[src/rtl/ddr_rw_scheduler.sv]
// ddr_rw_scheduler
//   Shares the single command port of the DDR3 AXI master between the write
//   and read channel arbiters. Bursts are serialised. Same-direction streaks
//   are preferred, but capped so that the other direction cannot starve. A
//   turnaround gap is inserted on every direction change, and a watchdog
//   aborts a burst that never completes.
//
// Ports
//   clk, rst               : clock, synchronous active-high reset
//   wr_req/wr_addr/wr_len  : write arbiter request, held stable until wr_ack
//   wr_ack, wr_done        : 1-cycle pulses on write issue / write finish
//   rd_req/rd_addr/rd_len  : read arbiter request, held stable until rd_ack
//   rd_ack, rd_done        : 1-cycle pulses on read issue / read finish
//   mem_start              : 1-cycle command strobe to the AXI master
//   mem_wr/mem_addr/mem_len: registered command, held until the next issue
//   mem_done               : burst-complete pulse from the AXI master
//   timeout_err            : sticky watchdog abort flag, cleared by rst
module ddr_rw_scheduler #(
    parameter int MAX_STREAK = 4,
    parameter int TURN_CYC   = 2,
    parameter int TIMEOUT    = 4096
) (
    input  logic        clk,
    input  logic        rst,
    input  logic        wr_req,
    input  logic [29:0] wr_addr,
    input  logic [7:0]  wr_len,
    output logic        wr_ack,
    output logic        wr_done,
    input  logic        rd_req,
    input  logic [29:0] rd_addr,
    input  logic [7:0]  rd_len,
    output logic        rd_ack,
    output logic        rd_done,
    output logic        mem_start,
    output logic        mem_wr,
    output logic [29:0] mem_addr,
    output logic [7:0]  mem_len,
    input  logic        mem_done,
    output logic        timeout_err
);

    typedef enum logic [1:0] {IDLE, TURN, ISSUE, BUSY} state_t;
    typedef enum logic {DIR_RD = 1'b0, DIR_WR = 1'b1} dir_t;

    localparam logic [3:0]  STREAK_CAP = 4'(MAX_STREAK);
    localparam logic [3:0]  TURN_LOAD  = 4'((TURN_CYC > 0) ? TURN_CYC - 1 : 0);
    localparam logic [15:0] WD_LIMIT   = 16'(TIMEOUT);
    localparam bit          HAS_TURN   = (TURN_CYC > 0);

    state_t      state;
    dir_t        sel_dir;
    dir_t        last_dir;
    logic [29:0] sel_addr;
    logic [7:0]  sel_len;
    logic [3:0]  streak;
    logic [3:0]  turn_cnt;
    logic [15:0] wd_cnt;

    dir_t        pick_dir;
    logic [29:0] pick_addr;
    logic [7:0]  pick_len;
    logic        need_turn;
    logic        go_issue;
    dir_t        issue_dir;
    logic [29:0] issue_addr;
    logic [7:0]  issue_len;

    // Direction choice in IDLE: a lone request wins outright; with both
    // pending, stay on last_dir until the streak cap is hit.
    always_comb begin
        pick_dir = last_dir;
        if (wr_req && !rd_req) begin
            pick_dir = DIR_WR;
        end else if (rd_req && !wr_req) begin
            pick_dir = DIR_RD;
        end else if (streak >= STREAK_CAP) begin
            pick_dir = (last_dir == DIR_WR) ? DIR_RD : DIR_WR;
        end
        pick_addr = (pick_dir == DIR_WR) ? wr_addr : rd_addr;
        pick_len  = (pick_dir == DIR_WR) ? wr_len  : rd_len;
        need_turn = HAS_TURN && (pick_dir != last_dir);
    end

    // Outputs are registered, so the command is loaded on the edge that
    // enters ISSUE: straight from IDLE, or at the end of the turnaround.
    always_comb begin
        go_issue   = 1'b0;
        issue_dir  = sel_dir;
        issue_addr = sel_addr;
        issue_len  = sel_len;
        if (state == IDLE && (wr_req || rd_req) && !need_turn) begin
            go_issue   = 1'b1;
            issue_dir  = pick_dir;
            issue_addr = pick_addr;
            issue_len  = pick_len;
        end else if (state == TURN && turn_cnt == 4'd0) begin
            go_issue = 1'b1;
        end
    end

    always_ff @(posedge clk) begin
        if (rst) begin
            state       <= IDLE;
            sel_dir     <= DIR_WR;
            last_dir    <= DIR_WR;
            sel_addr    <= '0;
            sel_len     <= '0;
            streak      <= '0;
            turn_cnt    <= '0;
            wd_cnt      <= '0;
            wr_ack      <= 1'b0;
            rd_ack      <= 1'b0;
            wr_done     <= 1'b0;
            rd_done     <= 1'b0;
            mem_start   <= 1'b0;
            mem_wr      <= 1'b0;
            mem_addr    <= '0;
            mem_len     <= '0;
            timeout_err <= 1'b0;
        end else begin
            mem_start <= 1'b0;
            wr_ack    <= 1'b0;
            rd_ack    <= 1'b0;
            wr_done   <= 1'b0;
            rd_done   <= 1'b0;

            if (go_issue) begin
                mem_start <= 1'b1;
                mem_wr    <= (issue_dir == DIR_WR);
                mem_addr  <= issue_addr;
                mem_len   <= issue_len;
                wr_ack    <= (issue_dir == DIR_WR);
                rd_ack    <= (issue_dir == DIR_RD);
            end

            case (state)
                IDLE: begin
                    if (wr_req || rd_req) begin
                        sel_dir  <= pick_dir;
                        sel_addr <= pick_addr;
                        sel_len  <= pick_len;
                        if (need_turn) begin
                            turn_cnt <= TURN_LOAD;
                            state    <= TURN;
                        end else begin
                            state <= ISSUE;
                        end
                    end
                end
                TURN: begin
                    if (turn_cnt == 4'd0) begin
                        state <= ISSUE;
                    end else begin
                        turn_cnt <= turn_cnt - 4'd1;
                    end
                end
                ISSUE: begin
                    last_dir <= sel_dir;
                    if (sel_dir == last_dir) begin
                        streak <= (streak == 4'd15) ? 4'd15 : streak + 4'd1;
                    end else begin
                        streak <= 4'd1;
                    end
                    wd_cnt <= '0;
                    state  <= BUSY;
                end
                BUSY: begin
                    // mem_done takes priority over a watchdog expiring in the same cycle
                    if (mem_done) begin
                        wr_done <= (sel_dir == DIR_WR);
                        rd_done <= (sel_dir == DIR_RD);
                        state   <= IDLE;
                    end else if (wd_cnt + 16'd1 == WD_LIMIT) begin
                        wr_done     <= (sel_dir == DIR_WR);
                        rd_done     <= (sel_dir == DIR_RD);
                        timeout_err <= 1'b1;
                        state       <= IDLE;
                    end else begin
                        wd_cnt <= wd_cnt + 16'd1;
                    end
                end
                default: state <= IDLE;
            endcase
        end
    end

endmodule

[config.mk]
export PLATFORM = sky130hd
export DESIGN_NAME = ddr_rw_scheduler
export DESIGN_NICKNAME = d
export VERILOG_FILES = /design/src/rtl/ddr_rw_scheduler.sv
export SDC_FILE = /design/constraint.sdc
export NUM_CORES = 1
export LEC_CHECK = 0
export CELL_PAD_IN_SITES_DETAIL_PLACEMENT = 1
export CELL_PAD_IN_SITES_GLOBAL_PLACEMENT = 2
export CORE_ASPECT_RATIO = 0.8
export CORE_UTILIZATION = 31
export CTS_CLUSTER_DIAMETER = 150
export DETAILED_ROUTE_END_ITERATION = 12
export PLACE_DENSITY = 0.95
export SYNTH_ARGS = -nofsm -noshare
export SYNTH_HDL_FRONTEND = slang
export SYNTH_SLANG_ARGS = --single-unit
[constraint.sdc]
create_clock -name clk -period 6.25 [get_ports clk]
set_input_delay 1.25 -clock clk [delete_from_list [all_inputs] [get_ports clk]]
set_output_delay 1.25 -clock clk [all_outputs]
set_load 0.01 [all_outputs]
==> results.yml <==
power:
  irDropWorstVdd_mv: 0.180
  p_per_area_nw_per_um2: 446
  p_leak_nw: 2.88
clock_network:
  postCtsSetupRepairBufs: 0
  clk_root_buffer_cell: "clkbuf_16"
  post_cts_resized: 0
  ctsHoldBuffers: 0
  cts_inserted_buffers: 9
  clockBufferDepth: 2
  clk_pin_slew_worst_paths_ns: 0.08
  tritoncts: "built"
  worstSkewPairLatency_ns: 0.37
  cts.sinks: 111
  h-tree-depth: 3
setup_path:
  path_max_fanout: 27
  rr_worst_depth: 8
  worst_setup_path_end_kind: "flip-flop"
  arrival_ns: 3.88
  crit_type: "in -> reg"
  crit_required_ns: 6.45
  crit_path_start_kind: "primary input"
synth:
  synth-main-ff-cell: "dfxtp_1"
  yosysWarnings: 0
  synth-simple-area-share_pct: 27.8
  syn_avg_cell_area_um2: 7.63
  synth_top_family_by_area: "simple AND/OR/NAND/NOR gates"
  async_reset_ff_share_pct: 0
  synth_cell_types: 51
  seq_area_frac_synth_pct: 39.0
  syn_area_um2: 5700
  synth_compound_area_share_pct: 21.8
  synth_xor_area_share_pct: 1.98
  synthCells: 746
  synthMuxAreaShare_pct: 2.50
  synthAdderAreaFrac_pct: 1.76
  ys_ff_latch: 111
  synth_nets: 835
  synth_edf_count: 0
floorplanning:
  start_util_pct: 32.3
  core-area_um2: 17600
  die-height_um: 123
  dieArea_um2: 18900
  row_count: 43
  ioPinCount: 126
  die_w_um: 154
route:
  drt_iter0_drc: 341
  viasPerCell: 5.29
  drt-wirelength-per-cell_um: 17.0
  first_pass_iters: 4
  postRouteAntennaNets: 0
  m1WireLength_um: 8630
  wl_met2_um: 8000
  top_layer: "met4"
  wl_met3_um: 878
  dr_total_vias: 5580
  routed_wl_um: 17900
  drc: 0
timing:
  final.period_utilization_pct: 58.8
  rsz0062_at_grt: "false"
  finalCriticalPeriod_ns: 3.68
  slew_headroom_pct: 19.4
  fin_ws_ns: 2.57
  slew_viol_final: 0
  hold_viol: 0
  finalClockSkew_ns: 0.0114
  clock.fmax_mhz: 272
  finalSetupTns_ns: 0
  tightestPinTransition_ns: 1.20
  finalSetupViolCount: 0
cells_and_area:
  nets: 913
  synthToLayoutAreaGrowth_pct: 28.9
  diodes: 0
  drive_above_1_share_pct: 5.07
job:
  maxCapViolCount: 0
min_path:
  hold_depth: 2
  hp-class: "reg -> reg"
placed_design:
  routabilityCongestion: 0.790
  hpwl_um: 12000
  io_buffer_count: 125
  pre_cts_slack_ns: 2.18
global_route:
  antenna_found_initial: 0
  grt_pass1_wl_um: 29300
  grt_pass1_vias: 5657
  grt_usage_pct: 19.5
  grt_max_degree: 96
  grt_overflow_total: 0
status:
  status: "complete, no violations"
==> worst max-delay path, stage by stage <==
cell,delay [ns]
clkdlybuf4s50_1,0.45
nor2b_1,0.19
o31a_2,0.39
xnor2_2,0.21
nor2_4,0.62
buf_4,0.39
nor2_1,0.10
a21oi_1,0.19
nor3_1,0.09
==> routing by layer <==
| layer | vias up | GRT usage (%) |
|---|---|---|
| met5 | - | 0 |
| met4 | 0 | 6.63 |
| met3 | 26 | 3.86 |
| met2 | 121 | 31.7 |
| met1 | 2638 | 25.8 |
| li1 | 2795 | - |
==> cells by family (layout without fill, tap and decap cells) <==
family	Yosys count	after routing
XOR/XNOR	12	12
AND/OR/NAND/NOR	345	345
adder cells (fa/ha/maj)	8	8
multiplexers	14	14
flip-flops	111	111
AO/OA/AOI/OAI	183	183
buffers and inverters	73	156
==> through the flow <==
stage / cells / power [mW] / hold slack, ns / util, % / cell area [um2]
5_1_grt: 1054 / 3.56 / 0.490 / 41.6 / 7340
2_1_floorplan: 746 / 2.14 / 0.462 / - / 5700
3_3_place_gp: 1038 / 2.67 / 0.445 / 40.0 / 7050
6_report: 1054 / 3.28 / 0.456 / 41.6 / 7340
4_1_cts: 1054 / 3.32 / 0.459 / 41.6 / 7340
3_5_place_dp: 1038 / 2.73 / 0.449 / 40.0 / 7050
==> layout make-up <==
type	instances	area [um2]
well taps	225	282
fillers	2119	10300
repair buffers	132	1300
clock buffers	10	239
flip-flops and latches	111	2220
multi-input cells	562	3220
clock inverters	6	51.3
inverters	8	30.0
==> where the power goes <==
group | switching [mW] | internal, mW | total [mW]
clock network | 0.283 | 0.287 | 0.570
registers | 0.147 | 0.933 | 1.08
logic | 0.974 | 0.653 | 1.63
==> registers in the layout, indices dropped and copies added (netlist names), 2 cells and up <==
| register | count |
|---|---|
| mem_addr | 30 |
| state | 2 |
| sel_addr | 30 |
| mem_len | 8 |
| wd_cnt | 16 |
| turn_cnt | 4 |
| sel_len | 8 |
| streak | 4 |
==> synth_stat cells, types with 2 or more instances <==
master      n  area [um2]
xnor2_1     7        61.3
nor2_1    133         499
buf_2       8        40.0
nand3_1    34         170
a211oi_1   31         233
nand2_1    78         293
nor2_2      2        12.5
clkbuf_1   54         203
a311oi_1   31         272
o31ai_1     3        22.5
a22o_1      3        26.3
ha_1        8         100
mux2i_1    12         120
o21a_1      2        15.0
nand2b_1    4        25.0
nand4_1     2        12.5
o21ai_0    40         200
and3_1     12        75.1
inv_1       8        30.0
or3_1       6        37.5
xor2_1      4        35.0
and2_1     11        68.8
nor2b_1     6        37.5
a211o_1     8        70.1
a21o_1     11        82.6
nor3_1     42         210
nor4_1      5        31.3
a21oi_1    45         225
or4_1       2        15.0
o21ai_1     2        10.0
buf_1       2        7.51
dfxtp_1   111        2220
==> worst paths after layout <==
kind | startpoint | endpoint | slack [ns]
max | rd_req | mem_addr[3] | 2.57
min | mem_addr[19] | mem_addr[19] | 0.46
max reg2reg | wd_cnt[1] | wd_cnt[0] | 3.18
min reg2reg | mem_addr[19] | mem_addr[19] | 0.46
==> layout by cell type (no fill, tap or decap), types with 2 or more instances in the layout <==
master / n
or3_1: 6
inv_1: 8
a211o_1: 8
clkbuf_16: 9
clkinv_4: 3
xor2_1: 4
a21oi_1: 45
nor2b_1: 5
nor2_1: 132
nor3_1: 42
clkdlybuf4s50_1: 124
and3_1: 12
nand2b_1: 4
a311oi_1: 31
and2_1: 11
a211oi_1: 31
nand4_1: 2
mux2i_1: 12
dfxtp_1: 110
or4_1: 2
nand2_1: 78
a22o_1: 3
o21a_1: 2
nand3_1: 34
inv_6: 2
ha_1: 8
nor2_2: 2
o21ai_1: 2
o31ai_1: 2
xnor2_1: 7
buf_4: 8
nor4_1: 5
a21o_1: 11
o21ai_0: 39
Power figures use the tool's default switching activity.
